File: src/rtl/key_cond_pkg.sv
// Shared types and sizing helper for the pushbutton conditioner.
package key_cond_pkg;

  typedef enum logic [1:0] {
    IDLE       = 2'd0,
    HELD_DELAY = 2'd1,
    REPEATING  = 2'd2
  } rep_state_t;

  function automatic int cnt_width(input int n);
    int w;
    w = $clog2(n);
    return (w < 1) ? 1 : w;
  endfunction

endpackage

File: src/rtl/key_channel.sv
// One pushbutton: 2-flop sync, debounce, press/release strobes and auto-repeat.
// Debounced level lands STABLE_CYCLES+1 edges after the first sampled change; no backpressure.
module key_channel
  import key_cond_pkg::*;
#(
  parameter int STABLE_CYCLES = 1000000,
  parameter int REPEAT_DELAY  = 25000000,
  parameter int REPEAT_PERIOD = 5000000
) (
  input  logic clk_i,
  input  logic rst_i,
  input  logic key_n_i,
  output logic pressed_o,
  output logic press_pulse_o,
  output logic release_pulse_o,
  output logic step_o
);

  localparam int TMAX = (REPEAT_DELAY > REPEAT_PERIOD) ? REPEAT_DELAY : REPEAT_PERIOD;
  localparam int CW   = cnt_width(STABLE_CYCLES);
  localparam int TW   = cnt_width(TMAX);
  localparam logic [CW-1:0] CNT_LAST = CW'(STABLE_CYCLES - 1);
  localparam logic [CW-1:0] CNT_ONE  = CW'(1);
  localparam logic [TW-1:0] DLY_LAST = TW'((REPEAT_DELAY > 0) ? REPEAT_DELAY - 1 : 0);
  localparam logic [TW-1:0] PER_LAST = TW'(REPEAT_PERIOD - 1);
  localparam logic [TW-1:0] TMR_ONE  = TW'(1);

  logic          s1_q, s2_q, key_s;
  logic [CW-1:0] cnt_q, cnt_d;
  logic          pressed_q, pressed_d;
  logic          press_d, release_d;
  logic          press_q, release_q, step_q;
  rep_state_t    state_q, state_d;
  logic [TW-1:0] tmr_q, tmr_d;
  logic          rep;

  assign key_s = ~s2_q;

  // Any sample that matches the accepted level restarts the stability count.
  always_comb begin
    cnt_d     = cnt_q;
    pressed_d = pressed_q;
    if (key_s == pressed_q) begin
      cnt_d = '0;
    end else if (cnt_q == CNT_LAST) begin
      pressed_d = key_s;
      cnt_d     = '0;
    end else begin
      cnt_d = cnt_q + CNT_ONE;
    end
  end

  assign press_d   = pressed_d & ~pressed_q;
  assign release_d = ~pressed_d & pressed_q;

  always_ff @(posedge clk_i) begin
    if (rst_i) begin
      s1_q      <= 1'b1;
      s2_q      <= 1'b1;
      cnt_q     <= '0;
      pressed_q <= 1'b0;
      press_q   <= 1'b0;
      release_q <= 1'b0;
      step_q    <= 1'b0;
    end else begin
      s1_q      <= key_n_i;
      s2_q      <= s1_q;
      cnt_q     <= cnt_d;
      pressed_q <= pressed_d;
      press_q   <= press_d;
      release_q <= release_d;
      step_q    <= press_d | rep;
    end
  end

  always_ff @(posedge clk_i) begin
    if (rst_i) begin
      state_q <= IDLE;
      tmr_q   <= '0;
    end else begin
      state_q <= state_d;
      tmr_q   <= tmr_d;
    end
  end

  // Gating on the next debounced level lets a release win over a coinciding repeat.
  always_comb begin
    state_d = state_q;
    tmr_d   = tmr_q;
    if (!pressed_d) begin
      state_d = IDLE;
      tmr_d   = '0;
    end else begin
      case (state_q)
        IDLE: begin
          if (press_d && (REPEAT_DELAY != 0)) begin
            state_d = HELD_DELAY;
            tmr_d   = '0;
          end
        end
        HELD_DELAY: begin
          if (tmr_q == DLY_LAST) begin
            state_d = REPEATING;
            tmr_d   = '0;
          end else begin
            tmr_d = tmr_q + TMR_ONE;
          end
        end
        REPEATING: begin
          if (tmr_q == PER_LAST) tmr_d = '0;
          else                   tmr_d = tmr_q + TMR_ONE;
        end
        default: begin
          state_d = IDLE;
          tmr_d   = '0;
        end
      endcase
    end
  end

  always_comb begin
    rep = 1'b0;
    if (pressed_d) begin
      rep = ((state_q == HELD_DELAY) && (tmr_q == DLY_LAST)) ||
            ((state_q == REPEATING)  && (tmr_q == PER_LAST));
    end
  end

  assign pressed_o       = pressed_q;
  assign press_pulse_o   = press_q;
  assign release_pulse_o = release_q;
  assign step_o          = step_q;

endmodule

File: src/rtl/key_conditioner.sv
// Conditions N_KEYS raw active-low pushbuttons into debounced levels and one-cycle strobes.
// Each bit comes from an independent key_channel; outputs are registered, no backpressure.
module key_conditioner
  import key_cond_pkg::*;
#(
  parameter int N_KEYS        = 4,
  parameter int STABLE_CYCLES = 1000000,
  parameter int REPEAT_DELAY  = 25000000,
  parameter int REPEAT_PERIOD = 5000000
) (
  input  logic              CLOCK_50,
  input  logic              Reset,
  input  logic [N_KEYS-1:0] KEY,
  output logic [N_KEYS-1:0] pressed,
  output logic [N_KEYS-1:0] press_pulse,
  output logic [N_KEYS-1:0] release_pulse,
  output logic [N_KEYS-1:0] step
);

  for (genvar k = 0; k < N_KEYS; k++) begin : g_key
    key_channel #(
      .STABLE_CYCLES(STABLE_CYCLES),
      .REPEAT_DELAY (REPEAT_DELAY),
      .REPEAT_PERIOD(REPEAT_PERIOD)
    ) u_channel (
      .clk_i          (CLOCK_50),
      .rst_i          (Reset),
      .key_n_i        (KEY[k]),
      .pressed_o      (pressed[k]),
      .press_pulse_o  (press_pulse[k]),
      .release_pulse_o(release_pulse[k]),
      .step_o         (step[k])
    );
  end

endmodule

File: config.mk
export PLATFORM = sky130hd
export DESIGN_NAME = key_conditioner
export DESIGN_NICKNAME = d
export VERILOG_FILES = /design/src/rtl/key_cond_pkg.sv /design/src/rtl/key_channel.sv /design/src/rtl/key_conditioner.sv
export SDC_FILE = /design/constraint.sdc
export NUM_CORES = 1
export LEC_CHECK = 0
export BUFFER_PORTS_ARGS = -buffer_cell sky130_fd_sc_hd__clkbuf_2
export CAP_MARGIN = 20
export CORE_MARGIN = 2
export CORE_UTILIZATION = 26
export DETAILED_ROUTE_END_ITERATION = 8
export REMOVE_ABC_BUFFERS = 1
export SLEW_MARGIN = 25
export SYNTH_ARGS = -nofsm -noshare
export SYNTH_HDL_FRONTEND = slang
export SYNTH_HIERARCHICAL = 1
export SYNTH_SLANG_ARGS = --single-unit
File: constraint.sdc
create_clock -name CLOCK_50 -period 6.1 [get_ports CLOCK_50]
set_input_delay 1.525 -clock CLOCK_50 [delete_from_list [all_inputs] [get_ports CLOCK_50]]
set_output_delay 1.525 -clock CLOCK_50 [all_outputs]
set_load 0.03 [all_outputs]
==> metrics.md, run 1 <==
| Metric | Value |
|---|---|
| Mapped Area | about 11,000 um^2 |
| Top-level port count | 22 |
| Initial antenna violation count | 0 |
| Core Footprint | around 41,000 um^2 |
| Clock Power Share | 0.530 |
| Grt total ovfl | 0 |
| Slew HR | 0.4102 |
| Post-layout instance area | roughly 12,000 um^2 |
| Crit path depth | 1 |
| Top delay family on crit path | flip-flops |
| CTS tree | built |
| Asr flop ratio synth | 0 |
| Slew @ Worst Pin | between 0.8 and 0.9 ns |
| Port Buf Inserts | 21 |
| Post-synthesis sequential area ratio | 0.3930 |
| Crit path arrival time | about 1.3 ns |
| Top cells by area, synth | dfxtp_1 (39%), nand3_1 (5.2%), nor2_1 (5.0%), nand2_1 (4.1%), xor2_1 (4.0%) |
| Required time worst endpoint | roughly 4.6 ns |
| Pin count of the biggest net entering global routing | 25 |
| M2 GR Usage | 0.1904 |
| Post-synth top area share | 0.3930 |
| Period utilization | 0.4651 |
| Dpl cell area | approximately 11,000 um^2 |
| Post-synth EDFFs | 0 |
| WL/cell | between 10 and 15 um |
| Max FO, Critical Path | 6 |
| Routed vias | 9,459 |
| Net Sw Frac | 0.2041 |
| Final setup fails | 0 |
| Cells after Synth | about 1,300 |
| Worst hold path type | register to register |
| Worst skew pair latency | between 0.5 and 0.6 ns |
| Commonest cells after routing, fill and taps aside | dfxtp_1 (212), nor2_1 (144), nand2_1 (118), nand3_1 (113), a21oi_1 (60) |
| Final #Nets | 1,309 |
| Internal power | about 2.4 mW |
| Hold Buf Count CTS | 0 |
| Total GRT Usage | 0.1164 |
| Critical Path Sink Type | primary output |
| Pwr dens | between 200 and 250 nW/um^2 |
| Initial Util | 0.2639 |
| CTS buffer count | 24 |
| Vias per Instance | between 5 and 6 |
| Final hold viol count | 0 |
| Most Crowded Layer GR | met2 |
| Area added between synthesis and finish | 13.69% |
| Clock Sinks | 212 |
| Synthesized area per cell | around 8.5 um^2 |
| Die area | approximately 43,000 um^2 |
| Die Span Y | between 200 and 250 um |
| Num rows | 74 |
| Gpl congestion | approximately 0.82 |
| GR Util met1 | 0.1581 |
| CTS root buf | clkbuf_16 |
| Pre-CTS WS | around 2.7 ns |
| Share of layout cells above drive strength 1 | 0.09259 |
| Global-route wire length before repair | approximately 44,000 um |
| Unrepaired setup endpoints after global routing | no |
| Worst path slowest cell | dfxtp_1 |
| WHS | around 0.4 ns |
| Vias in the first global route | 9,034 |
| Setup Skew | 0.007716 ns |
| Post-CTS sizing | 0 |
| Die W | around 210 um |
| Most common cell after layout, fill and taps aside | dfxtp_1 |
| Max stage delay on crit path | 0.52 ns |
| Drt pass-1 iters | 7 |
| Synth Flop Type | dfxtp_1 |
| Fmax | about 0.35 GHz |
| Yosys reg bits | between 200 and 250 |
| Bufs and invs on worst path | 1 |
| Max_cap viols | 0 |
| Ant diodes | 0 |
| Drt drc | 0 |
| Period minus WS final | 2.837 ns |
| Synth Warn # | 6 |
| Slew Viols, Final | 0 |
| Clock Pin Slew Worst Setup and Hold Paths | 0.06 ns |
| Netlist cell types | 65 |
| Post-CTS setup buffers | 0 |
| Cell taking the most area after synthesis | dfxtp_1 |
| Register-to-Register Path Depth | 7 |
| Htree depth | 1 |
| Initial DRC count | between 500 and 600 |
| Met3 Usage GRT | 0.01634 |
| Status | complete, no violations |
| Critical path class | register to primary output |
| Post-DRT Antenna Nets | 0 |
| Reg power frac | 0.465 |
| Leakage power | approximately 3.8 nW |
| Post-DP HPWL | about 17,000 um |
| Post-route setup TNS | 0 ns |
| VDD IR max | between 0.0001 and 0.00015 V |
| Final worst-path setup slack | roughly 3.3 ns |
| Crit path cell chain | clkbuf_2 |
| Final Core Density | 0.3000 |
| Worst setup SP type | register |
| Logic pwr share | 0.005 |
| Psw | 0.6098 mW |
| WHS Path Cells | 1 |
| Routed WL | roughly 25,000 um |
| Clock buffer depth | 3 |
final timing paths:
check                                     from                     endpoint  slack [ns]
setup / recovery  g_key[2].u_channel/pressed_o                   pressed[2]        3.26
hold / removal         g_key[2].u_channel/s1_q      g_key[2].u_channel/s2_q        0.41
setup reg to reg   g_key[1].u_channel/cnt_q[0]  g_key[1].u_channel/tmr_q[9]        3.32
hold reg to reg        g_key[2].u_channel/s1_q      g_key[2].u_channel/s2_q        0.41
power by group through the flow:
stage	logic [mW]	clock network, mW	registers, mW
CTS	0.0149	1.64	1.39
global placement	0.0145	0	1.42
finish	0.0146	1.58	1.39
global route	0.0164	1.69	1.39
floorplan	0.00791	0	1.42
detailed placement	0.0148	0	1.42
cell families (layout without fill, tap and decap cells):
| group | Yosys count | count (layout) | share of synthesized area |
|---|---|---|---|
| AND/OR/NAND/NOR | 645 | 645 | 0.3260 |
| AO/OA/AOI/OAI | 240 | 240 | 0.1594 |
| flip-flops | 212 | 212 | 0.3930 |
| buffers and inverters | 74 | 97 | 0.02896 |
| XOR/XNOR | 66 | 66 | 0.05353 |
| adder cells (fa/ha/maj) | 24 | 24 | 0.02781 |
| multiplexers | 12 | 12 | 0.01124 |
metrics by stage:
stage               power [mW]  cells
floorplan                1.428   1229
global placement         1.435   1785
detailed placement       1.435   1785
CTS                      3.041   1828
global route             3.097   1828
finish                   2.987   1828
sequential cells by signal, indices dropped and copies added, names as in the netlist:
name and count:
g_key.u_channel/press_pulse_o 4, g_key.u_channel/tmr_q 100, g_key.u_channel/s1_q 4, g_key.u_channel/state_q 8, g_key.u_channel/step_o 4, g_key.u_channel/s2_q 4, g_key.u_channel/cnt_q 80, g_key.u_channel/pressed_o 4
g_key.u_channel/release_pulse_o 4
synth_stat cells, types with 24 or more instances:
| cell | count |
|---|---|
| a21oi_1 | 60 |
| or4_1 | 26 |
| nand4_1 | 46 |
| dfxtp_1 | 212 |
| xor2_1 | 49 |
| o21ai_0 | 30 |
| inv_1 | 27 |
| ha_1 | 24 |
| nand3_1 | 113 |
| and3_1 | 38 |
| a31oi_1 | 35 |
| nor2_1 | 144 |
| nand2_1 | 118 |
cell type report:
| cell class | count | area [um^2] |
|---|---|---|
| fillers | 4321 | 28650 |
| multi-input cells | 987 | 6261 |
| flip-flops and latches | 212 | 4244 |
| well taps | 532 | 665.6 |
| clock buffers | 30 | 664.4 |
| clock inverters | 13 | 202.7 |
| repair buffers | 24 | 127.6 |
| inverters | 30 | 112.6 |
metal layers:
layer  vias up  share of wire
met5         -              0
met4         0          0.026
met3        43          0.030
met2       149           0.45
met1      4530           0.50
li1       4737              -
Note: power is estimated with default switching activity, not from simulation.
==> inputs of run 2 (changes only) <==
- clock period: 6.1 -> 2.75 ns (I/O delays scaled with it)
==> metrics.md, run 2 (synthesis results as in run 1) <==
| Metric | Value |
|---|---|
| Status | complete, no violations |
| Hold Path End | g_key[3].u_channel/s1_q |
| Period minus WS final | about 2.4 ns |
| Vias in the first global route | 9,016 (-0.20%) |
| Clock Pin Slew Worst Setup and Hold Paths | 0.06 ns (about the same) |
| Worst setup SP type | register |
| Total GRT Usage | 0.1154 (-0.0009691) |
| CTS tree | built |
| Initial antenna violation count | 0 (unchanged) |
| Setup Skew | 0.01331 ns (+0.005599 ns) |
| Top Registers | g_key.u_channel/tmr_q (100), g_key.u_channel/cnt_q (80), g_key.u_channel/state_q (8) |
| WL/cell | 13.65 um (-2.0%) |
| Ant diodes | 0 (unchanged) |
| Vias per Instance | 5.124 (-0.98%) |
| Initial DRC count | 591 (+0.34%) |
| Area added between synthesis and finish | 16.10% |
| Routed vias | 9,561 (+1.1%) |
| WHS Path Cells | 2 (+1) |
| Worst skew pair latency | 0.52 ns (about the same) |
| Top-level port count | 22 (unchanged) |
| Hold Buf Count CTS | 0 (unchanged) |
| Clock Power Share | 0.525 (-0.005) |
| Largest register FFs | 100 (unchanged) |
| Post-DRT Antenna Nets | 0 (unchanged) |
| Unrepaired setup endpoints after global routing | no |
| Critical Path Sink Type | register |
| Max FO, Critical Path | 10 (+4) |
| Max_cap viols | 0 (unchanged) |
| Biggest register | g_key.u_channel/tmr_q |
| Initial Util | 0.2639 (unchanged) |
| Drt drc | 0 (unchanged) |
| Final setup fails | 0 (unchanged) |
| Global-route wire length before repair | 43,480 um (-0.82%) |
| Clock Sinks | 212 (unchanged) |
| Clock buffer depth | 3 (unchanged) |
| Period utilization | 0.8823 |
| Port Buf Inserts | 21 (unchanged) |
| Die W | 207.8 um (unchanged) |
| Post-DP HPWL | 17,700 um (+4.0%) |
| Final #Nets | 1,346 (+2.8%) |
| Psw | 1.350 mW (+120%) |
| Fmax | approximately 0.4 GHz |
| Critical path class | register to register |
| Post-CTS setup buffers | 0 (unchanged) |
| Worst r2r dst | g_key[2].u_channel/tmr_q[15] |
| Core Footprint | 40,920 um^2 (unchanged) |
| Net Sw Frac | 0.2061 (+0.001928) |
| Crit path arrival time | 2.85 ns (+1.54 ns) |
| Routed WL | 25,470 um (about the same) |
| Die Span Y | 207.8 um (unchanged) |
| Share of layout cells above drive strength 1 | 0.1162 (+0.02360) |
| Hold Path Origin | KEY[3] |
| CTS buffer count | 25 (+4.2%) |
| Reg power frac | 0.470 (+0.005) |
| Slew Viols, Final | 0 (unchanged) |
| CTS root buf | clkbuf_16 |
| Required time worst endpoint | 3.17 ns (-1.41 ns) |
| Register-to-Register Path Depth | 8 (+1) |
| Slew HR | 0.4597 (+0.04957) |
| Logic pwr share | 0.005 (about the same) |
| R2R setup slack | 0.32 ns (-3.00 ns) |
| Internal power | 5.203 mW (+120%) |
| Leakage power | 3.959 nW (+5.0%) |
| Slew @ Worst Pin | 0.8050 ns (-0.07976 ns) |
| Num rows | 74 (unchanged) |
| Worst r2r src | g_key[2].u_channel/tmr_q[0] |
| Fillers | 4,317 (-0.093%) |
| Final Core Density | 0.3064 (+0.006360) |
| Gpl congestion | 0.8364 (+2.6%) |
| Commonest cells after routing, fill and taps aside | dfxtp_1 (212), nor2_1 (144), nand2_1 (118), nand3_1 (113), a21oi_1 (60) |
| Worst hold path type | primary input to register |
| Die area | 43,180 um^2 (unchanged) |
| Post-route setup TNS | 0 ns (unchanged) |
| Most common cell after layout, fill and taps aside | dfxtp_1 |
| Htree depth | 1 (unchanged) |
| Post-CTS sizing | 0 (unchanged) |
| VDD IR max | 0.0003819 V (+160%) |
| Final hold viol count | 0 (unchanged) |
| Pin count of the biggest net entering global routing | 25 (unchanged) |
| Drt pass-1 iters | 5 (-2) |
| Grt total ovfl | 0 (unchanged) |
| Pwr dens | 522.6 nW/um^2 (+110%) |
## run 2: cell count changes in the layout (fill, tap and decap cells not counted)
| cell | previous run | this run |
|---|---|---|
| buf_4 | 3 | 38 |
| clkbuf_8 | 2 | 6 |
| o21ai_1 | 8 | 11 |
| o21ai_2 | 6 | 3 |
| bufinv_16 | 5 | 3 |
| buf_12 | 0 | 1 |
| clkinv_4 | 1 | 2 |
| clkinvlp_4 | 2 | 1 |
| o21bai_2 | 2 | 3 |
| o21bai_4 | 1 | 0 |
## run 2: area by class of cell
cell class / instances / area (um^2) / share of cell area
inverters: 30 / 112.6 / 0.008981
clock inverters: 11 / 143.9 / 0.01148
multi-input cells: 987 / 6242 / 0.4979
well taps: 532 / 665.6 / 0.05309
flip-flops and latches: 212 / 4244 / 0.3385
repair buffers: 60 / 410.4 / 0.03273
clock buffers: 34 / 719.4 / 0.05738
## run 2: critical path: stages (launching register included)
cell and delay (ns):
dfxtp_1 0.36, ha_1 0.21, and3_1 0.23, nand4_1 0.24, o311ai_1 0.42, o21ai_1 0.36, buf_4 0.28, a21oi_1 0.13
o2bb2ai_1 0.08
## run 2: stage by stage
step | cell area, um^2 | setup WS, ns | hold WS [ns] | power [mW] | cells
floorplan | 10600 | -0.4058 | 0.3895 | 3.167 | 1229
global placement | 11670 | 0.3743 | 0.3921 | 3.182 | 1821
detailed placement | 11670 | 0.3304 | 0.3951 | 3.183 | 1821
CTS | 12540 | 0.3308 | 0.3405 | 6.680 | 1866
global route | 12540 | 0.05676 | 0.3542 | 6.793 | 1866
finish | 12540 | 0.3237 | 0.3775 | 6.553 | 1866
## run 2: worst max-delay path by stage
stage	startpoint	to	slack [ns]	cells past startpoint
after global placement	g_key[2].u_channel/cnt_q[0]	g_key[2].u_channel/tmr_q[17]	0.37	7
after floorplan	g_key[3].u_channel/cnt_q[11]	g_key[3].u_channel/tmr_q[11]	-0.41	6
final	g_key[2].u_channel/tmr_q[0]	g_key[2].u_channel/tmr_q[15]	0.32	8
after detailed placement	g_key[2].u_channel/tmr_q[18]	g_key[2].u_channel/tmr_q[15]	0.33	7
after global routing	g_key[2].u_channel/tmr_q[11]	g_key[2].u_channel/tmr_q[15]	0.06	7
after CTS	g_key[2].u_channel/cnt_q[0]	g_key[2].u_channel/tmr_q[17]	0.33	7
## run 2: power groups by stage
stage | combinational [mW] | clock, mW | sequential (mW)
after global routing | 0.0353 | 3.68 | 3.08
final | 0.0317 | 3.44 | 3.08
after CTS | 0.0327 | 3.57 | 3.08
after global placement | 0.0321 | 0 | 3.15
after detailed placement | 0.0326 | 0 | 3.15
after floorplan | 0.0175 | 0 | 3.15
## run 2: layer usage
layer  up-vias  part of all wire  GRT usage
li1       4809                 -          -
met1      4538              0.49     0.1610
met2       172              0.45     0.1844
met3        42             0.044    0.01785
met4         0             0.024    0.03179
met5         -                 0          0
